## src/rtl/fp16_mul_host_driver.sv

```systemverilog
// Host-side initiator for the byte-serial FP16 log-multiplier tile.
// Serialises operand pairs onto the tile pins and collects the 16-bit product.
module fp16_mul_host_driver #(
    parameter logic [7:0] START_BYTE  = 8'h01,
    parameter int         PROC_CYCLES = 6
) (
    input  logic        clk,
    input  logic        rst,
    input  logic        in_valid,
    output logic        in_ready,
    input  logic [15:0] in_a,
    input  logic [15:0] in_b,
    output logic        out_valid,
    input  logic        out_ready,
    output logic [15:0] out_result,
    output logic        busy,
    output logic [7:0]  dut_ui,
    output logic [7:0]  dut_uio,
    input  logic [7:0]  dut_uo
);

    localparam int FLUSH_LEN = PROC_CYCLES + 5;
    localparam int CW        = $clog2(FLUSH_LEN + 1);

    typedef enum logic [3:0] {
        S_FLUSH,
        S_IDLE,
        S_START,
        S_LO,
        S_HI,
        S_WAIT,
        S_CAP_LO,
        S_CAP_HI,
        S_DONE
    } state_t;

    state_t        state;
    logic [CW-1:0] cnt;
    logic [15:0]   a_q;
    logic [15:0]   b_q;

    always_ff @(posedge clk) begin
        if (rst) begin
            state      <= S_FLUSH;
            cnt        <= CW'(FLUSH_LEN - 1);
            a_q        <= '0;
            b_q        <= '0;
            dut_ui     <= '0;
            dut_uio    <= '0;
            out_result <= '0;
            out_valid  <= 1'b0;
            in_ready   <= 1'b0;
            busy       <= 1'b1;
        end else begin
            // Buses idle at zero unless a byte slot drives them below
            dut_ui  <= '0;
            dut_uio <= '0;
            unique case (state)
                S_FLUSH: begin
                    if (cnt == '0) begin
                        state    <= S_IDLE;
                        in_ready <= 1'b1;
                        busy     <= 1'b0;
                    end else begin
                        cnt <= cnt - CW'(1);
                    end
                end
                S_IDLE: begin
                    if (in_valid && in_ready) begin
                        a_q      <= in_a;
                        b_q      <= in_b;
                        dut_ui   <= START_BYTE;
                        in_ready <= 1'b0;
                        busy     <= 1'b1;
                        state    <= S_START;
                    end
                end
                S_START: begin
                    dut_ui  <= a_q[7:0];
                    dut_uio <= b_q[7:0];
                    state   <= S_LO;
                end
                S_LO: begin
                    dut_ui  <= a_q[15:8];
                    dut_uio <= b_q[15:8];
                    state   <= S_HI;
                end
                S_HI: begin
                    cnt   <= CW'(PROC_CYCLES);
                    state <= S_WAIT;
                end
                S_WAIT: begin
                    if (cnt == '0) begin
                        state <= S_CAP_LO;
                    end else begin
                        cnt <= cnt - CW'(1);
                    end
                end
                S_CAP_LO: begin
                    out_result[7:0] <= dut_uo;
                    state           <= S_CAP_HI;
                end
                S_CAP_HI: begin
                    out_result[15:8] <= dut_uo;
                    out_valid        <= 1'b1;
                    busy             <= 1'b0;
                    state            <= S_DONE;
                end
                S_DONE: begin
                    if (out_ready) begin
                        out_valid <= 1'b0;
                        in_ready  <= 1'b1;
                        state     <= S_IDLE;
                    end
                end
                default: begin
                    state <= S_FLUSH;
                    cnt   <= CW'(FLUSH_LEN - 1);
                    busy  <= 1'b1;
                end
            endcase
        end
    end

endmodule

```

## config.mk

```make
export PLATFORM = sky130hd
export DESIGN_NAME = fp16_mul_host_driver
export DESIGN_NICKNAME = d
export VERILOG_FILES = /design/src/rtl/fp16_mul_host_driver.sv
export SDC_FILE = /design/constraint.sdc
export NUM_CORES = 1
export LEC_CHECK = 0
export ABC_CLOCK_PERIOD_IN_PS = 4400
export BUFFER_PORTS_ARGS = -buffer_cell sky130_fd_sc_hd__buf_2
export CAP_MARGIN = 20
export CORE_MARGIN = 8
export CORE_UTILIZATION = 39
export DETAILED_ROUTE_END_ITERATION = 12
export GPL_ROUTABILITY_DRIVEN = 0
export PLACE_DENSITY = 0.68
export SETUP_SLACK_MARGIN = 0.4
export SLEW_MARGIN = 20
export SYNTH_ARGS = -nofsm -noshare
export SYNTH_HDL_FRONTEND = slang
export SYNTH_SLANG_ARGS = --single-unit
```

## constraint.sdc

```tcl
create_clock -name clk -period 4.4 [get_ports clk]
set_input_delay 0.44 -clock clk [delete_from_list [all_inputs] [get_ports clk]]
set_output_delay 0.44 -clock clk [all_outputs]
set_load 0.1 [all_outputs]
```

After elaboration in Yosys (flattened, before gate mapping)
Index checks and enable logic that the tools add are counted.
- add/sub/neg operators: 1
- equality and inequality tests: 13
- mux-type cells: 19
- bitwise gates (word level): 2
- reductions and logical operators: 14
- operators with widths (operator ; count):
    $pmux W4 S9 ; 1
    $pmux W8 S3 ; 1
    $mux W4 ; 5
    $eq A4 B3 Y1 const B ; 4
    $pmux W8 S2 ; 1
    $pmux W4 S3 ; 1
    $reduce_or A6 Y1 ; 2
    $ne A2 B2 Y1 const B ; 5
    $eq A4 B2 Y1 const B ; 2
    $logic_not A4 Y1 ; 2
    $reduce_and A4 Y1 ; 2
    $mux W1 ; 7
    $reduce_and A2 Y1 ; 3
    $eq A4 B1 Y1 const B ; 1
    $eq A4 B4 Y1 const B ; 1
    $pmux W1 S4 ; 1
    $sub A4 B1 Y4 const B ; 1
    $pmux W1 S3 ; 1
    $reduce_and A3 Y1 ; 1
    $reduce_bool A3 Y1 ; 1
    $not A1 Y1 ; 2
    $pmux W1 S2 ; 1
    $reduce_bool A2 Y1 ; 1
    $reduce_or A2 Y1 ; 1
    $logic_and A1 B1 Y1 ; 1
- bits in registers: 75
- input port bits: 44
- logic and storage cells: 60

Longest topological paths before layout
- word-level depth: 4
- gate-level depth with buffers: 7
- depth with buffers taken out: 6

Worst setup path before layout
OpenSTA, ideal clock, no wires.
- kind: reg2reg
- start: register in_ready
- end: register a_q[10]
- setup time: 0.132 ns
- arrival time: 2.064 ns
- data required time: 4.268 ns
- slack: 2.204 ns
- stages on the path, launching flop included: 7
- period minus slack after synthesis: 2.196 ns
- path through: dfxtp_1 -> nand3_1 -> or3_1 -> buf_2 -> buf_6 -> nand2_1 -> a21oi_1
- cells in the longest elaborated chain, start to end: 2
- RTL lines (item ; line ; source):
    start, declared ; 10 ; output logic in_ready,
    start signal, assigned ; 52 ; in_ready <= 1'b0;
    start signal, assigned ; 62 ; in_ready <= 1'b1;
    start signal, assigned ; 73 ; in_ready <= 1'b0;
    $logic_and A1 B1 Y1 ; 69 ; if (in_valid && in_ready) begin
    $reduce_and A2 Y1 (no line) ; n/a ;
    end signal, assigned ; 70 ; a_q <= in_a;
    end, declared ; 39 ; logic [15:0] a_q;
No other way between the ends.
A chain may end at the register's enable or synchronous reset.

Worst setup path in the final report
- start: register state[0]
- end: register b_q[11]
- cells in the longest elaborated chain, start to end: 2
- RTL lines (item ; line ; source):
    start, declared ; 37 ; state_t state;
    start signal, assigned ; 44 ; state <= S_FLUSH;
    start signal, assigned ; 61 ; state <= S_IDLE;
    start signal, assigned ; 75 ; state <= S_START;
    $eq A4 B1 Y1 ; 58 ; unique case (state)
    $reduce_and A2 Y1 (no line) ; n/a ;
    end signal, assigned ; 71 ; b_q <= in_b;
    end, declared ; 40 ; logic [15:0] b_q;
No other way between the ends.

==> impl_metrics.yaml <==
worst_setup_path:
  crit_type: "flip-flop to flip-flop"
  cp.required_ns: 4.60
  critical_path_arrival_ns: 2.38
  crit_family: "simple AND/OR/NAND/NOR gates"
  endpoint_kind: "flip-flop"
  critPathMaxStageDelay_ns: 0.81
  crit_chain: "nand3_1, or3_2, nand2_1, a21oi_1"
  crit_path_start_kind: "flip-flop"
  crit_fanout: 32
  path_buf_inv: 0
  slowest_stage: "or3_2"
placed_design:
  dp_cells: 510
  portBuffers: 78
  pre_cts_ws_ns: 2.17
  post-dp-hpwl_um: 5140
synth:
  yosys-top-cells-count: "nand2_1 (102), dfxtp_1 (75), a21oi_1 (53)"
  synth_cells: 354
  synth_seq_area_share: 0.519
  synth_most_common_cell: "nand2_1"
  ys_warn_count: 0
  ys_seq_elements: 75
  synth_top_area_cell: "dfxtp_1"
  synth_area_um2: 2900
  syn_nets: 400
  async_reset_ff_frac: 0
  synth_ff_type: "dfxtp_1"
  synth_edf_count: 0
  synthTopCellsByArea: "dfxtp_1 (52%), nand2_1 (13%), a21oi_1 (9.2%), a22oi_1 (3.9%), nor2_1 (3.5%)"
  ys_types: 36
  yosysTopAreaCellShare: 0.519
  syn_area_per_cell_um2: 8.18
die:
  die_w_um: 102
  core_um2: 7210
  initial_core_util: 0.401
  dieArea_um2: 10400
  top_level_ports: 79
  die_h_um: 102
  row_count: 31
routing:
  ant_nets: 0
  viasPerCell: 4.90
  drtIter0Drc: 127
  post-route-drc-count: 0
  wirelength_um: 7350
  vias: 2578
  wl_per_cell_um: 14.0
  drtPass1Iterations: 5
timing:
  setup_violations: 0
  tightest_slew_ns: 0.957
  period_needed_ns: 2.17
  fin_ws_ns: 2.23
  whs_ns: 0.319
  tns_ns: 0
  slew-limit-headroom: 0.357
  hold_viol: 0
  period_share: 0.494
  finalMaxSlewViolations: 0
  fmax_mhz: 460
  skew_ns: 0.0112
  rsz0062_at_grt: "no"
power:
  finalPower_uw: 1470
  total_leakage_power_uw: 0.00136
  peakVddDrop_mv: 0.229
  power_per_cell_area_nw_per_um2: 415
grt:
  grt_usage: 0.149
  grt_overflow_total: 0
  grt_start_max_net_pins: 35
  grt_pass1_vias: 2531
  antenna_found_initial: 1
  grt_pass1_wl_um: 12200
run_status:
  status: "completed"
final_layout:
  insertedDiodeCount: 0
  area_growth_syn_to_layout_pct: 22.2
  nNetsFinal: 468
  fin_cells: 526
  drive_above_1_share: 0.239
cts:
  clock_latency_ns: 0.35
  cts_resized: 0
  hold_buffers: 0
  cts_tree: "built"
  post_cts_buffers: 0
  root_buffer: "clkbuf_8"
  clkTransAtPathRegs_ns: 0.08
  clock-sinks: 75
  cts_buffers: 9
  htreeDepth: 3
  clk_path_buf_depth: 2
hold_path:
  hold_path_class: "input port to flip-flop"
job:
  cap_viol_max_count: 0
-- layout by cell type, fill, tap and decap left out, types with 2 or more instances in the layout --
cell and count:
a211oi_1 2, a21oi_1 53, a22oi_1 15, buf_2 78, clkbuf_8 10, clkinv_4 2, dfxtp_1 75, ha_1 2
inv_1 5, mux2i_1 3, nand2_1 102, nand2b_1 2, nand3_1 4, nor2_1 26, nor2b_1 3, nor3_1 8
nor3_4 2, nor4b_1 4, o21ai_0 2, o21ai_1 3, o221ai_1 2, or4b_1 2, xnor2_1 2
-- through the flow --
| step | cell area [um^2] | util |
|---|---|---|
| 2_1_floorplan | 2900 | - |
| 3_3_place_gp | 3300 | 0.458 |
| 3_5_place_dp | 3320 | 0.460 |
| 4_1_cts | 3530 | 0.489 |
| 5_1_grt | 3540 | 0.490 |
| 6_report | 3540 | 0.490 |
-- area by class of cell --
class	count	area, um^2
fill	759	3680
sequential	75	1500
multi-input combinational	251	1270
timing repair buffer	80	413
clock buffer	10	138
tap	99	124
clock inverter	6	72.6
inverter	5	18.8
-- report_power, final --
group | internal [uW] | switching, uW
sequential | 700 | 30.7
combinational | 80.6 | 109
clock | 284 | 264
total | 1060 | 403
-- cells by family after synthesis --
logic type	Yosys count	share of synthesized area
and+or+nand+nor	161	0.242
AOI/OAI and AO/OA	82	0.164
DFF	75	0.519
buffers and inverters	28	0.0475
xor gates and xnor gates	3	0.00908
muxes	3	0.0104
adders and majority gates	2	0.00864
-- worst paths after layout --
path | from | endpoint | slack (ns) | cells past startpoint
min reg2reg | out_result[15] | out_result[15] | 0.45 | 2
max reg2reg | state[0] | b_q[11] | 2.23 | 4
min | in_b[12] | b_q[12] | 0.32 | 3
max | state[0] | b_q[11] | 2.23 | 4
-- sequential cells by signal, summed over array words and instances (netlist names) --
name        count
state           4
busy            1
b_q            16
dut_uio         8
in_ready        1
a_q            16
dut_ui          8
out_result     16
out_valid       1
cnt             4
-- worst min-delay path: cells and delay by family --
| family | cells | cell delay [ns] |
|---|---|---|
| AO/OA/AOI/OAI | 1 | 0.05 |
| buffers and inverters | 1 | 0.09 |
| AND/OR/NAND/NOR | 1 | 0.05 |
-- routing by layer --
layer,global-route usage,wire length (um),vias to the layer above
met5,0,8,-
met4,0.0576,108,2
met3,0.0613,492,13
met2,0.221,3270,68
met1,0.186,3480,1166
li1,-,-,1329
(Power assumes the default switching activity.)
